<file path="config.mk">
export PLATFORM = sky130hd
export DESIGN_NAME = page_load_scheduler
export DESIGN_NICKNAME = d
export VERILOG_FILES = /design/src/rtl/bubble_pkg.sv /design/src/rtl/request_arbiter.sv /design/src/rtl/page_load_scheduler.sv
export SDC_FILE = /design/constraint.sdc
export NUM_CORES = 1
export LEC_CHECK = 0
export ABC_AREA = 1
export CAP_MARGIN = 0
export CORE_MARGIN = 2
export CORE_UTILIZATION = 40
export CTS_CLUSTER_SIZE = 30
export DETAILED_ROUTE_END_ITERATION = 8
export DONT_BUFFER_PORTS = 1
export PLACE_DENSITY_LB_ADDON = 0.15
export SLEW_MARGIN = 0
export SYNTH_ARGS = -nofsm -noshare
export SYNTH_HDL_FRONTEND = slang
export SYNTH_SLANG_ARGS = --single-unit
</file>
<file path="constraint.sdc">
create_clock -name master_clock -period 2.3 [get_ports master_clock]
set_input_delay 0.115 -clock master_clock [delete_from_list [all_inputs] [get_ports master_clock]]
set_output_delay 0.115 -clock master_clock [all_outputs]
set_load 0.02 [all_outputs]
</file>
<file path="src/rtl/bubble_pkg.sv">
// Shared types and widths for the bubble page-buffer refill path.
package bubble_pkg;
    localparam int FLASH_ADDR_W     = 22;
    localparam int BUF_ADDR_W       = 11;
    localparam int BUF_DATA_W       = 2;
    localparam int CNT_W            = 10;  // byte counter, holds up to 2048/4
    localparam int DEF_PAGE_ENTRIES = 1024;
    localparam int DEF_BOOT_ENTRIES = 2048;

    typedef enum logic [2:0] {IDLE, REQ, WAIT, WRITE, DONE} state_e;

    typedef struct packed {
        logic                    vld;
        logic                    boot;
        logic [FLASH_ADDR_W-1:0] base;
    } grant_t;
endpackage

</file>
<file path="src/rtl/request_arbiter.sv">
// Rising-edge detection and pending flags for the two load requesters; bootloader wins.
module request_arbiter
    import bubble_pkg::*;
#(
    parameter logic [FLASH_ADDR_W-1:0] BOOT_BASE_ADDR = '0
) (
    input  logic                    clk_i,
    input  logic                    rst_i,
    input  logic                    load_page_i,
    input  logic                    load_boot_i,
    input  logic [FLASH_ADDR_W-1:0] page_addr_i,
    input  logic                    take_i,
    output grant_t                  gnt_o
);
    logic                    arm_q, prev_page_q, prev_boot_q, pend_page_q, pend_boot_q;
    logic                    pend_page_d, pend_boot_d;
    logic [FLASH_ADDR_W-1:0] page_addr_q, page_addr_d;
    logic                    page_edge, boot_edge, take_boot, take_page;

    // arm_q masks the first cycle so a level held high through reset is not an edge
    assign page_edge = arm_q & load_page_i & ~prev_page_q;
    assign boot_edge = arm_q & load_boot_i & ~prev_boot_q;
    assign take_boot = take_i & pend_boot_q;
    assign take_page = take_i & ~pend_boot_q & pend_page_q;

    always_comb begin
        pend_boot_d = boot_edge | (pend_boot_q & ~take_boot);
        pend_page_d = page_edge | (pend_page_q & ~take_page);
        page_addr_d = page_edge ? page_addr_i : page_addr_q;
    end

    always_ff @(posedge clk_i or posedge rst_i) begin
        if (rst_i) begin
            arm_q       <= 1'b0;
            prev_page_q <= 1'b0;
            prev_boot_q <= 1'b0;
            pend_page_q <= 1'b0;
            pend_boot_q <= 1'b0;
            page_addr_q <= '0;
        end else begin
            arm_q       <= 1'b1;
            prev_page_q <= load_page_i;
            prev_boot_q <= load_boot_i;
            pend_page_q <= pend_page_d;
            pend_boot_q <= pend_boot_d;
            page_addr_q <= page_addr_d;
        end
    end

    assign gnt_o.vld  = pend_boot_q | pend_page_q;
    assign gnt_o.boot = pend_boot_q;
    assign gnt_o.base = pend_boot_q ? BOOT_BASE_ADDR : page_addr_q;
endmodule

</file>
<file path="src/rtl/page_load_scheduler.sv">
// Refills the bubble page buffer from flash: one byte per read, four 2-bit writes per byte.
// Optional WAIT watchdog with sticky load_error: define PAGE_LOAD_TIMEOUT_EN.
module page_load_scheduler
    import bubble_pkg::*;
#(
    parameter int                      PAGE_ENTRIES   = DEF_PAGE_ENTRIES,
    parameter int                      BOOT_ENTRIES   = DEF_BOOT_ENTRIES,
    parameter logic [FLASH_ADDR_W-1:0] BOOT_BASE_ADDR = 22'h000000,
    parameter int                      TIMEOUT_CYCLES = 1023
) (
    input  logic                    master_clock,
    input  logic                    reset,
    input  logic                    load_page,
    input  logic                    load_bootloader,
    input  logic [FLASH_ADDR_W-1:0] start_of_page_address,
    output logic                    flash_rd_req,
    output logic [FLASH_ADDR_W-1:0] flash_rd_addr,
    input  logic                    flash_rd_valid,
    input  logic [7:0]              flash_rd_data,
    output logic [BUF_ADDR_W-1:0]   bubble_buffer_write_address,
    output logic [BUF_DATA_W-1:0]   bubble_buffer_data_input,
    output logic                    bubble_buffer_write_enable,
    output logic                    busy,
    output logic                    load_done,
    output logic                    load_error
);
    localparam logic [CNT_W-1:0] PAGE_BYTES = CNT_W'(PAGE_ENTRIES / 4);
    localparam logic [CNT_W-1:0] BOOT_BYTES = CNT_W'(BOOT_ENTRIES / 4);

    if (PAGE_ENTRIES % 4 != 0 || PAGE_ENTRIES < 4 || PAGE_ENTRIES > 2048 ||
        BOOT_ENTRIES % 4 != 0 || BOOT_ENTRIES < 4 || BOOT_ENTRIES > 2048 ||
        TIMEOUT_CYCLES < 1) begin : g_bad_param
        $error("page_load_scheduler: illegal parameter value");
    end

    state_e                  state_q, state_d;
    logic [FLASH_ADDR_W-1:0] base_q, base_d;
    logic [CNT_W-1:0]        nbytes_q, nbytes_d, idx_q, idx_d;
    logic [BUF_ADDR_W-1:0]   waddr_q, waddr_d;
    logic [1:0]              sub_q, sub_d;
    logic [7:0]              data_q, data_d;
    logic                    take;
    grant_t                  gnt;

    request_arbiter #(.BOOT_BASE_ADDR(BOOT_BASE_ADDR)) u_arb (
        .clk_i       (master_clock),
        .rst_i       (reset),
        .load_page_i (load_page),
        .load_boot_i (load_bootloader),
        .page_addr_i (start_of_page_address),
        .take_i      (take),
        .gnt_o       (gnt)
    );

`ifdef PAGE_LOAD_TIMEOUT_EN
    localparam int               TMO_W    = $clog2(TIMEOUT_CYCLES + 1);
    localparam logic [TMO_W-1:0] TMO_LAST = TMO_W'(TIMEOUT_CYCLES - 1);
    logic [TMO_W-1:0] tmo_q, tmo_d;
    logic             err_q, err_d;

    always_ff @(posedge master_clock or posedge reset) begin
        if (reset) begin
            tmo_q <= '0;
            err_q <= 1'b0;
        end else begin
            tmo_q <= tmo_d;
            err_q <= err_d;
        end
    end
    assign load_error = err_q;
`else
    assign load_error = 1'b0;
`endif

    always_comb begin
        state_d  = state_q;
        base_d   = base_q;
        nbytes_d = nbytes_q;
        idx_d    = idx_q;
        waddr_d  = waddr_q;
        sub_d    = sub_q;
        data_d   = data_q;
        take     = 1'b0;
`ifdef PAGE_LOAD_TIMEOUT_EN
        tmo_d    = tmo_q;
        err_d    = err_q;
`endif
        unique case (state_q)
            IDLE: begin
                if (gnt.vld) begin
                    take     = 1'b1;
                    base_d   = gnt.base;
                    nbytes_d = gnt.boot ? BOOT_BYTES : PAGE_BYTES;
                    idx_d    = '0;
                    waddr_d  = '0;
                    sub_d    = '0;
`ifdef PAGE_LOAD_TIMEOUT_EN
                    err_d    = 1'b0;
`endif
                    state_d  = REQ;
                end
            end
            REQ: begin
`ifdef PAGE_LOAD_TIMEOUT_EN
                tmo_d   = '0;
`endif
                state_d = WAIT;
            end
            WAIT: begin
                if (flash_rd_valid) begin
                    data_d  = flash_rd_data;
                    sub_d   = '0;
                    state_d = WRITE;
                end
`ifdef PAGE_LOAD_TIMEOUT_EN
                else if (tmo_q == TMO_LAST) begin
                    err_d   = 1'b1;
                    state_d = DONE;
                end else begin
                    tmo_d   = tmo_q + TMO_W'(1);
                end
`endif
            end
            WRITE: begin
                waddr_d = waddr_q + BUF_ADDR_W'(1);
                sub_d   = sub_q + 2'd1;
                if (sub_q == 2'd3) begin
                    idx_d   = idx_q + CNT_W'(1);
                    state_d = (idx_d == nbytes_q) ? DONE : REQ;
                end
            end
            DONE:    state_d = IDLE;
            default: state_d = IDLE;
        endcase
    end

    always_ff @(posedge master_clock or posedge reset) begin
        if (reset) begin
            state_q  <= IDLE;
            base_q   <= '0;
            nbytes_q <= '0;
            idx_q    <= '0;
            waddr_q  <= '0;
            sub_q    <= '0;
            data_q   <= '0;
        end else begin
            state_q  <= state_d;
            base_q   <= base_d;
            nbytes_q <= nbytes_d;
            idx_q    <= idx_d;
            waddr_q  <= waddr_d;
            sub_q    <= sub_d;
            data_q   <= data_d;
        end
    end

    // Outputs decode straight from the state register so reset silences them at once
    assign flash_rd_req                = (state_q == REQ) || (state_q == WAIT);
    assign flash_rd_addr               = base_q + FLASH_ADDR_W'(idx_q);
    assign bubble_buffer_write_enable  = (state_q == WRITE);
    assign bubble_buffer_write_address = waddr_q;
    assign bubble_buffer_data_input    = data_q[{sub_q, 1'b0} +: BUF_DATA_W];
    assign busy                        = flash_rd_req || bubble_buffer_write_enable;
    assign load_done                   = (state_q == DONE);
endmodule

</file>
Yosys cells after proc, flatten, opt, wreduce, memory -nomap -nowiden
Index checks and enable logic that the tools add are counted.
{ "word_totals": {"regBits": 93, "inputBits": 35, "out_inout_bits": 40, "wordCells": 72} }
{ "op_classes": {"n_addsub": 4, "eq_ne": 9, "shifts": 1, "mux": 17, "n_bitwise": 17, "n_reduce_logical": 11} }
{ "op_table": {"columns": ["cell", "count"], "rows": [
  ["10-bit two-way mux", 3],
  ["22-bit by 10-bit adder with 22-bit output", 1],
  ["22-bit two-way mux", 1],
  ["11-bit case mux with 2 select lines", 1],
  ["10-bit case mux with 2 select lines", 1],
  ["3-bit two-way mux", 4],
  ["3-bit case mux with 4 select lines", 1],
  ["11-bit by 1-bit adder with 11-bit output (second input constant)", 1],
  ["11-bit two-way mux", 1],
  ["10-bit by 1-bit adder with 10-bit output (second input constant)", 1],
  ["10-bit == test", 1],
  ["1-bit bitwise AND", 9],
  ["3-bit AND reduction", 3],
  ["8-bit by 4-bit variable part select with 2-bit output", 1],
  ["3-bit by 2-bit == test with 1-bit output (second input constant)", 2],
  ["2-bit case mux with 3 select lines", 1],
  ["2-bit AND reduction", 3],
  ["1-bit NOT", 5],
  ["2-bit two-way mux", 2],
  ["2-bit != test (second input constant)", 2],
  ["3-bit by 1-bit == test with 1-bit output (second input constant)", 1],
  ["3-bit == test (second input constant)", 1],
  ["3-bit logical NOT", 1],
  ["1-bit bitwise OR", 3],
  ["7 further kinds", 9]
]} }

Logic depth before layout (Yosys ltp)
Gate-level depths: netlist of run 1.
{ "logic_depth": {"word_depth": 8, "ltp_mapped": 11, "mapped_depth_nobuf": 11} }

Cells and area by module
A second synthesis of run 1 with hierarchy kept.
{ "unflattened": {"cells_unflattened": 609, "hier_area_um2": 4749.6} }
{ "modules_own_cells": {"columns": ["mod", "n_inst", "cells_each", "area_per_inst_um2", "seq_area_each_um2"], "rows": [
  ["page_load_scheduler", 1, 450, 3495.9, 1451.4],
  ["request_arbiter", 1, 159, 1253.7, 675.6]
]} }

Worst setup path after synthesis of run 1
Ideal clock, no wire load.
{ "synth_path": {"path_type": "register -> output", "start": "reg idx_q[0]", "end": "out flash_rd_addr[18]", "arrival_time_ns": 1.909, "setup_slack_ns": 0.276, "stages_incl_launch_ff": 9, "path_cell_list": "dfrtp_1 -> ha_1 -> inv_1 -> fa_1 -> nor3_1 -> nor2_1 -> o21ai_2 -> nand2_1 -> xor2_1"} }
{ "synth_via": {"elab_chain_cells": 1} }
{ "synth_lines": {"columns": ["element", "line_no", "rtl"], "rows": [
  ["from (decl)", "page_load_scheduler.sv:38", "logic [CNT_W-1:0] nbytes_q, nbytes_d, idx_q, idx_d;"],
  ["from (signal assigned)", "page_load_scheduler.sv:150", "idx_q <= idx_d;"],
  ["22-bit by 10-bit adder with 22-bit output", "page_load_scheduler.sv:159", "assign flash_rd_addr = base_q + FLASH_ADDR_W'(idx_q);"],
  ["to (decl)", "page_load_scheduler.sv:17", "output logic [FLASH_ADDR_W-1:0] flash_rd_addr,"]
]} }
Every way passes these cells.

Final worst setup path of run 1
{ "layout_path": {"start": "reg idx_q[7]", "end": "out flash_rd_addr[11]"} }
Same word-level chain as after synthesis.

==> reports/results.ini, run 1 <==
[placed_design]
routabilityCongestion=0.927
dp.final_hpwl_um=7860
post-place-ws_ns=0.230
dp.cells=643
io_buffers=0

[cells_and_area]
layout.area.seq_um2=2130
final_core_utilization_pct=52.6
layout-drive-gt1-share_pct=25.6
antenna_cells=0
fillers=1033
multi_input_area_um2=2280
final_cells=707
area_delta_synth_final_pct=27.6
nets=611

[clocking]
cts-root-buf=clkbuf_16
cts_sinks=85
clock_latency_ns=0.34
clk_pin_slew_ns=0.06
cts_buffers=9
tritoncts=yes
clockBufferDepth=2
htreeDepth=3

[timing]
fin_skew_ns=0.00684
tns_ns=0
worst_slack_ns=0.0558
setup_violations=0
rsz0062_at_grt=true
timing.fmax_mhz=446
period_share_pct=97.6
finalMaxSlewViolations=0
tightest_slew_ns=0.695
finalHoldViolations=0
whs_ns=0.139
fin_crit_ns=2.24
slew_headroom_pct=53.5

[route]
vias_per_cell=5.10
antenna_left=0
wl_per_cell_um=15.4
dr.pass1.iters=5
drt_iter0_markers=205
wl_um=10900
drc=0
vias=3605

[outcome]
status=completed

[global_routing]
antenna_found_initial=0
grt_max_degree=33
grt_pass1_vias=3483
grt_overflow_total=0
grt_pass1_wl_um=17400
track_usage_pct=19.1

[power_and_ir_drop]
peakVddDrop_mv=0.524
p_per_area_nw_per_um2=1020
p_leak_nw=2.63

[synth]
synth_area_um2=4510
syn-num-nets=538
yosysSeqAreaShare_pct=47.2
synthCells=489
yosys-top-cells-area=dfrtp_1 (47%), nand2_1 (8.1%), mux2_2 (6.7%), inv_1 (4.2%), ha_1 (3.6%)
yosys_warnings=0
async_flop_share_pct=100
synth_edf_count=0
synth_most_common_cell=nand2_1
synth_top_area_cell=dfrtp_1
synth-main-ff-cell=dfrtp_1
syn_avg_cell_area_um2=9.21
synth_common_cells=nand2_1 (97), dfrtp_1 (85), inv_1 (50)
netlist.area_leader.share_pct=47.2
ys_types=42
ys_ff_latch=85

[run]
drv_cap=0

[floorplanning]
die_y_um=110
pin_count=75
rows=38
die_area_um2=12100
core_um2=10900
start_util_pct=41.2
die_w_um=110

[setup_path]
crit_family=flip-flops
end_kind=output pin
cpPeakStageDelay_ns=0.45
path_buf_inv=1
worstPathCellList=ha_4 -> nand2_4 -> nor2_4 -> nand4_1 -> o211ai_4 -> xor2_1 -> buf_4
path_class=register to output pin
critPathMaxFanout=5
worst_path_max_delay_cell=dfrtp_2
cp.required_ns=2.18
arrival_ns=2.13
crit_path_start_kind=register

[hold_path]
hold_path.class=input port to register

[metrics by stage]
step,power [mW],cell area [um2]
2_1_floorplan,3.69,4510
3_3_place_gp,4.16,4780
3_5_place_dp,4.19,4780
4_1_cts,5.85,5600
5_1_grt,6.23,5750
6_report,5.86,5750
[report_power, final]
group | internal, mW | switching, mW
logic | 0.831 | 1.28
registers | 1.88 | 0.356
clock network | 0.929 | 0.582
total | 3.64 | 2.22
[routing by layer]
layer | track usage (%) | vias up | routed length [um]
met5 | 0 | - | 0
li1 | - | 1779 | -
met3 | 5.29 | 9 | 610
met2 | 28.4 | 86 | 4920
met4 | 6.34 | 0 | 138
met1 | 26.9 | 1731 | 5220
[placed cells by master (no fill, tap or decap), types with 13 or more instances in the layout]
| master | Yosys | routed |
|---|---|---|
| nand2_1 | 97 | 92 |
| buf_4 | 1 | 38 |
| dlygate4sd3_1 | 0 | 34 |
| a22o_1 | 13 | 13 |
| a21oi_1 | 16 | 13 |
| inv_1 | 50 | 47 |
| nand3_1 | 28 | 25 |
| mux2_2 | 27 | 27 |
| nor2_1 | 35 | 32 |
| xor2_1 | 16 | 15 |
| o21ai_0 | 31 | 29 |
| dfrtp_1 | 85 | 79 |
[layout make-up]
class | count | area share [%]
clock buffer | 13 | 4.70
clock inverter | 3 | 0.740
inverter | 56 | 3.85
multi-input combinational | 338 | 39.7
sequential | 85 | 37.1
tap | 140 | 3.05
timing repair buffer | 72 | 10.9
[sequential cells by signal, indices dropped and copies added, names as in the netlist, 2 cells and up]
name,count
base_q,22
u_arb.page_addr_q,22
bubble_buffer_write_address,11
idx_q,10
data_q,8
state_q,3
nbytes_q,2
sub_q,2
[cell families after synthesis]
| group | synth area share, % |
|---|---|
| AO/OA/AOI/OAI | 11.6 |
| XOR/XNOR | 3.89 |
| adder cells (fa/ha/maj) | 4.05 |
| buffers and inverters | 6.69 |
| flip-flops | 47.2 |
| multiplexers | 6.75 |
| other | 0.167 |
| AND/OR/NAND/NOR | 19.7 |
[what timing repair did]
action	CTS	global route
resized for setup	18	26
setup endpoints to repair	11	13
pin swaps	9	13
hold buffers	34	0
gates cloned	0	0
hold endpoints to repair	62	0
buffers inserted	6	8
[path summary, 6_finish.rpt]
check	startpoint	to	slack, ns	depth (start not counted)
max in group asynchronous	reset	base_q[7]	1.24	3
setup / recovery	idx_q[7]	flash_rd_addr[11]	0.06	7
setup reg to reg	idx_q[0]	state_q[0]	0.27	12
min in group asynchronous	reset	u_arb.page_addr_q[1]	0.35	2
hold / removal	flash_rd_valid	data_q[2]	0.14	2
hold reg to reg	u_arb.prev_boot_q	u_arb.pend_boot_q	0.44	1
(Power assumes the default switching activity.)
==> run 2: changes to the inputs <==
--- a/config.mk
+++ b/config.mk
@@ -5,10 +5,9 @@
 export SDC_FILE = /design/constraint.sdc
 export NUM_CORES = 1
 export LEC_CHECK = 0
-export ABC_AREA = 1
 export CAP_MARGIN = 0
 export CORE_MARGIN = 2
-export CORE_UTILIZATION = 40
+export CORE_UTILIZATION = 55
 export CTS_CLUSTER_SIZE = 30
 export DETAILED_ROUTE_END_ITERATION = 8
 export DONT_BUFFER_PORTS = 1
==> run 2 against run 1 <==
  * The run now ends with setup timing left
  * Clock power decreased by 25%
  * Via count is 3.8% lower
  * Clock-buffer cell count shrank 3
  * Global-route usage is 5.2 points higher
  * Cell area down 4.9%
  * Critical path depth is 3 higher
  * Largest cell class unchanged
==> reports/results.ini, run 2 <==
[synth]
netlist.area_leader.share_pct=48.5  ; +1.3 points
synthCells=431  ; -12%
yosys-top-cells-area=dfrtp_1 (49%), mux2_2 (7.7%), nand2_1 (6.1%), nand3b_1 (4.1%), ha_1 (3.7%)
synth_area_um2=4390  ; -2.7%
synth_most_common_cell=dfrtp_1
syn_avg_cell_area_um2=10.2  ; +10%
synth-main-ff-cell=dfrtp_1
synth_edf_count=0  ; unchanged
yosys_warnings=0  ; unchanged
ys_ff_latch=85  ; unchanged
ys_types=54  ; +29%
syn-num-nets=480  ; -11%
async_flop_share_pct=100  ; unchanged
yosysSeqAreaShare_pct=48.5  ; +1.3 points
synth_top_area_cell=dfrtp_1
synth_common_cells=dfrtp_1 (85), nand2_1 (71), mux2_2 (30)

[route]
vias_per_cell=5.78  ; +13%
drt_iter0_markers=292  ; +42%
dr.pass1.iters=4  ; -1
wl_met2_um=4790  ; -2.5%
drc=0  ; unchanged
dr_wl_met3_um=588  ; -3.6%
vias=3468  ; -3.8%
top_layer=met4
antenna_left=0  ; unchanged
wl_um=10200  ; -6.7%
wl_met1_um=4640  ; -11%
wl_per_cell_um=16.9  ; +10%

[power_and_ir_drop]
p_total_mw=4.96  ; -15%
peakVddDrop_mv=0.639  ; +22%
p_per_area_nw_per_um2=907  ; -11%
p_leak_nw=2.51  ; -4.4%

[timing]
setup_violations=15  ; +15
fin_crit_ns=2.53  ; +0.284 ns
finalMaxSlewViolations=0  ; unchanged
rsz0062_at_grt=true
tightest_slew_ns=0.773  ; +0.0780 ns
period_share_pct=110  ; +12 points
fin_skew_ns=0.00754  ; +0.000700 ns
worst_slack_ns=-0.228  ; -0.284 ns
slew_headroom_pct=48.2  ; -5.3 points
whs_ns=0.164  ; +0.0248 ns
finalHoldViolations=0  ; unchanged
timing.fmax_mhz=396  ; -11%

[cells_and_area]
fillers=553  ; -46%
nets=542  ; -11%
final_common_cell=dfrtp_1
area_delta_synth_final_pct=24.7
final_core_utilization_pct=70.8  ; +18 points
layout-drive-gt1-share_pct=26.1  ; +0.53 points
antenna_cells=0  ; unchanged
layout_common_cells=dfrtp_1 (81), nand2_1 (70), buf_4 (37)

[global_routing]
grt_pass1_vias=3321  ; -4.7%
antenna_found_initial=0  ; unchanged
track_usage_pct=24.3  ; +5.2 points
grt_overflow_total=0  ; unchanged
grt_pass1_wl_um=16400  ; -5.4%
grt_max_degree=57  ; +73%

[setup_path]
path_class=register to output pin
arrival_ns=2.41  ; +0.28 ns
crit_path_start_kind=register
end_kind=output pin
cp.required_ns=2.18  ; about the same
critPathMaxFanout=2  ; -3
reg2reg_depth=5  ; -7

[floorplanning]
start_util_pct=56.8  ; +16 points
pin_count=75  ; unchanged
core_um2=7730  ; -29%
die_y_um=93.3  ; -15%
die_w_um=93.3  ; -15%
die_area_um2=8700  ; -28%
rows=32  ; -16%

[outcome]
status=finished with violations
failed_checks=setup timing

[clocking]
tritoncts=yes
clockBufferDepth=2  ; unchanged
cts-root-buf=clkbuf_8
cts_sinks=85  ; unchanged
clock_latency_ns=0.35  ; about the same
htreeDepth=3  ; unchanged
cts_buffers=9  ; unchanged
clk_pin_slew_ns=0.09  ; +0.03 ns

[placed_design]
dp.final_hpwl_um=6810  ; -13%
routabilityCongestion=0.904  ; -2.5%
io_buffers=0  ; unchanged
post-place-ws_ns=0.0240  ; -0.206 ns

[hold_path]
hold_path.class=input port to register
hold_path_depth=3  ; +1

[run]
drv_cap=0  ; unchanged

[run 2: changes by cell type in the layout (fill, tap and decap cells not counted), sizes merged, moves of 8 or more]
cell    change
and3        +8
inv        -49
nand3      -16
a22o       -13
nand2      -31
o22ai      -10
nand3b     +23
nor2       -29
[run 2: worst paths after layout]
kind,start,to,slack (ns)
setup / recovery,base_q[0],flash_rd_addr[10],-0.23
max in group asynchronous,reset,idx_q[7],1.25
setup reg to reg,state_q[1],bubble_buffer_write_address[3],0.33
hold / removal,load_page,u_arb.pend_page_q,0.16
min in group asynchronous,reset,data_q[2],0.35
hold reg to reg,u_arb.prev_boot_q,u_arb.pend_boot_q,0.45
[run 2: timing repair]
item / in CTS / in global routing
resized for setup: 19 / 24
buffers inserted: 5 / 3
hold buffers: 33 / 0
endpoints found under the hold margin: 62 / 0
endpoints found under the setup margin: 15 / 15
pin swaps: 10 / 11
[run 2: cell families (layout without fill, tap and decap cells)]
logic type / after synthesis / in the layout / share of synthesized area (%)
AND/OR/NAND/NOR: 161 / 161 / 19.2
AO/OA/AOI/OAI: 86 / 86 / 11.8
flip-flops: 85 / 85 / 48.5
multiplexers: 32 / 32 / 8.73
buffers and inverters: 28 / 95 / 2.82
XOR/XNOR: 23 / 23 / 4.59
adder cells (fa/ha/maj): 14 / 14 / 4.17
other: 2 / 2 / 0.171
[run 2: metrics by stage]
| step | TNS [ns] | area (um2) | cells |
|---|---|---|---|
| final | -2.11 | 5470 | 600 |
| after global routing | -3.72 | 5470 | 600 |
| after CTS | -1.53 | 5350 | 597 |
| after detailed placement | 0 | 4670 | 543 |
| after global placement | 0 | 4670 | 543 |
| after floorplan | 0 | 4390 | 431 |
[run 2: worst max-delay path: stages, from the launching register on]
cell and delay [ns]:
dfrtp_1 0.36, ha_2 0.19, inv_2 0.04, fa_2 0.35
nand2b_4 0.17, a211oi_4 0.27, buf_4 0.17, nor3_2 0.04
o21bai_1 0.16, xor2_1 0.16, buf_4 0.16
[run 2: power breakdown]
group | leakage, nW | switching (mW) | internal [mW]
Combinational | 1.32 | 0.906 | 0.722
Sequential | 1.08 | 0.376 | 1.82
Clock | 0.110 | 0.526 | 0.612
Total | 2.51 | 1.81 | 3.15
[run 2: cell type report]
| type | count | area (um2) | area share [%] |
|---|---|---|---|
| multi-input cells | 318 | 2330 | 42.5 |
| repair buffers | 72 | 639 | 11.7 |
| flip-flops and latches | 85 | 2130 | 39.0 |
| clock inverters | 6 | 87.6 | 1.60 |
| inverters | 7 | 30.0 | 0.549 |
| clock buffers | 10 | 128 | 2.33 |
| well taps | 102 | 128 | 2.33 |
[run 2: routing by layer]
metal	vias to the layer above	global-route usage, %
li1	1655	-
met1	1697	36.1
met2	104	35.9
met3	12	5.40
met4	0	6.86
met5	-	0
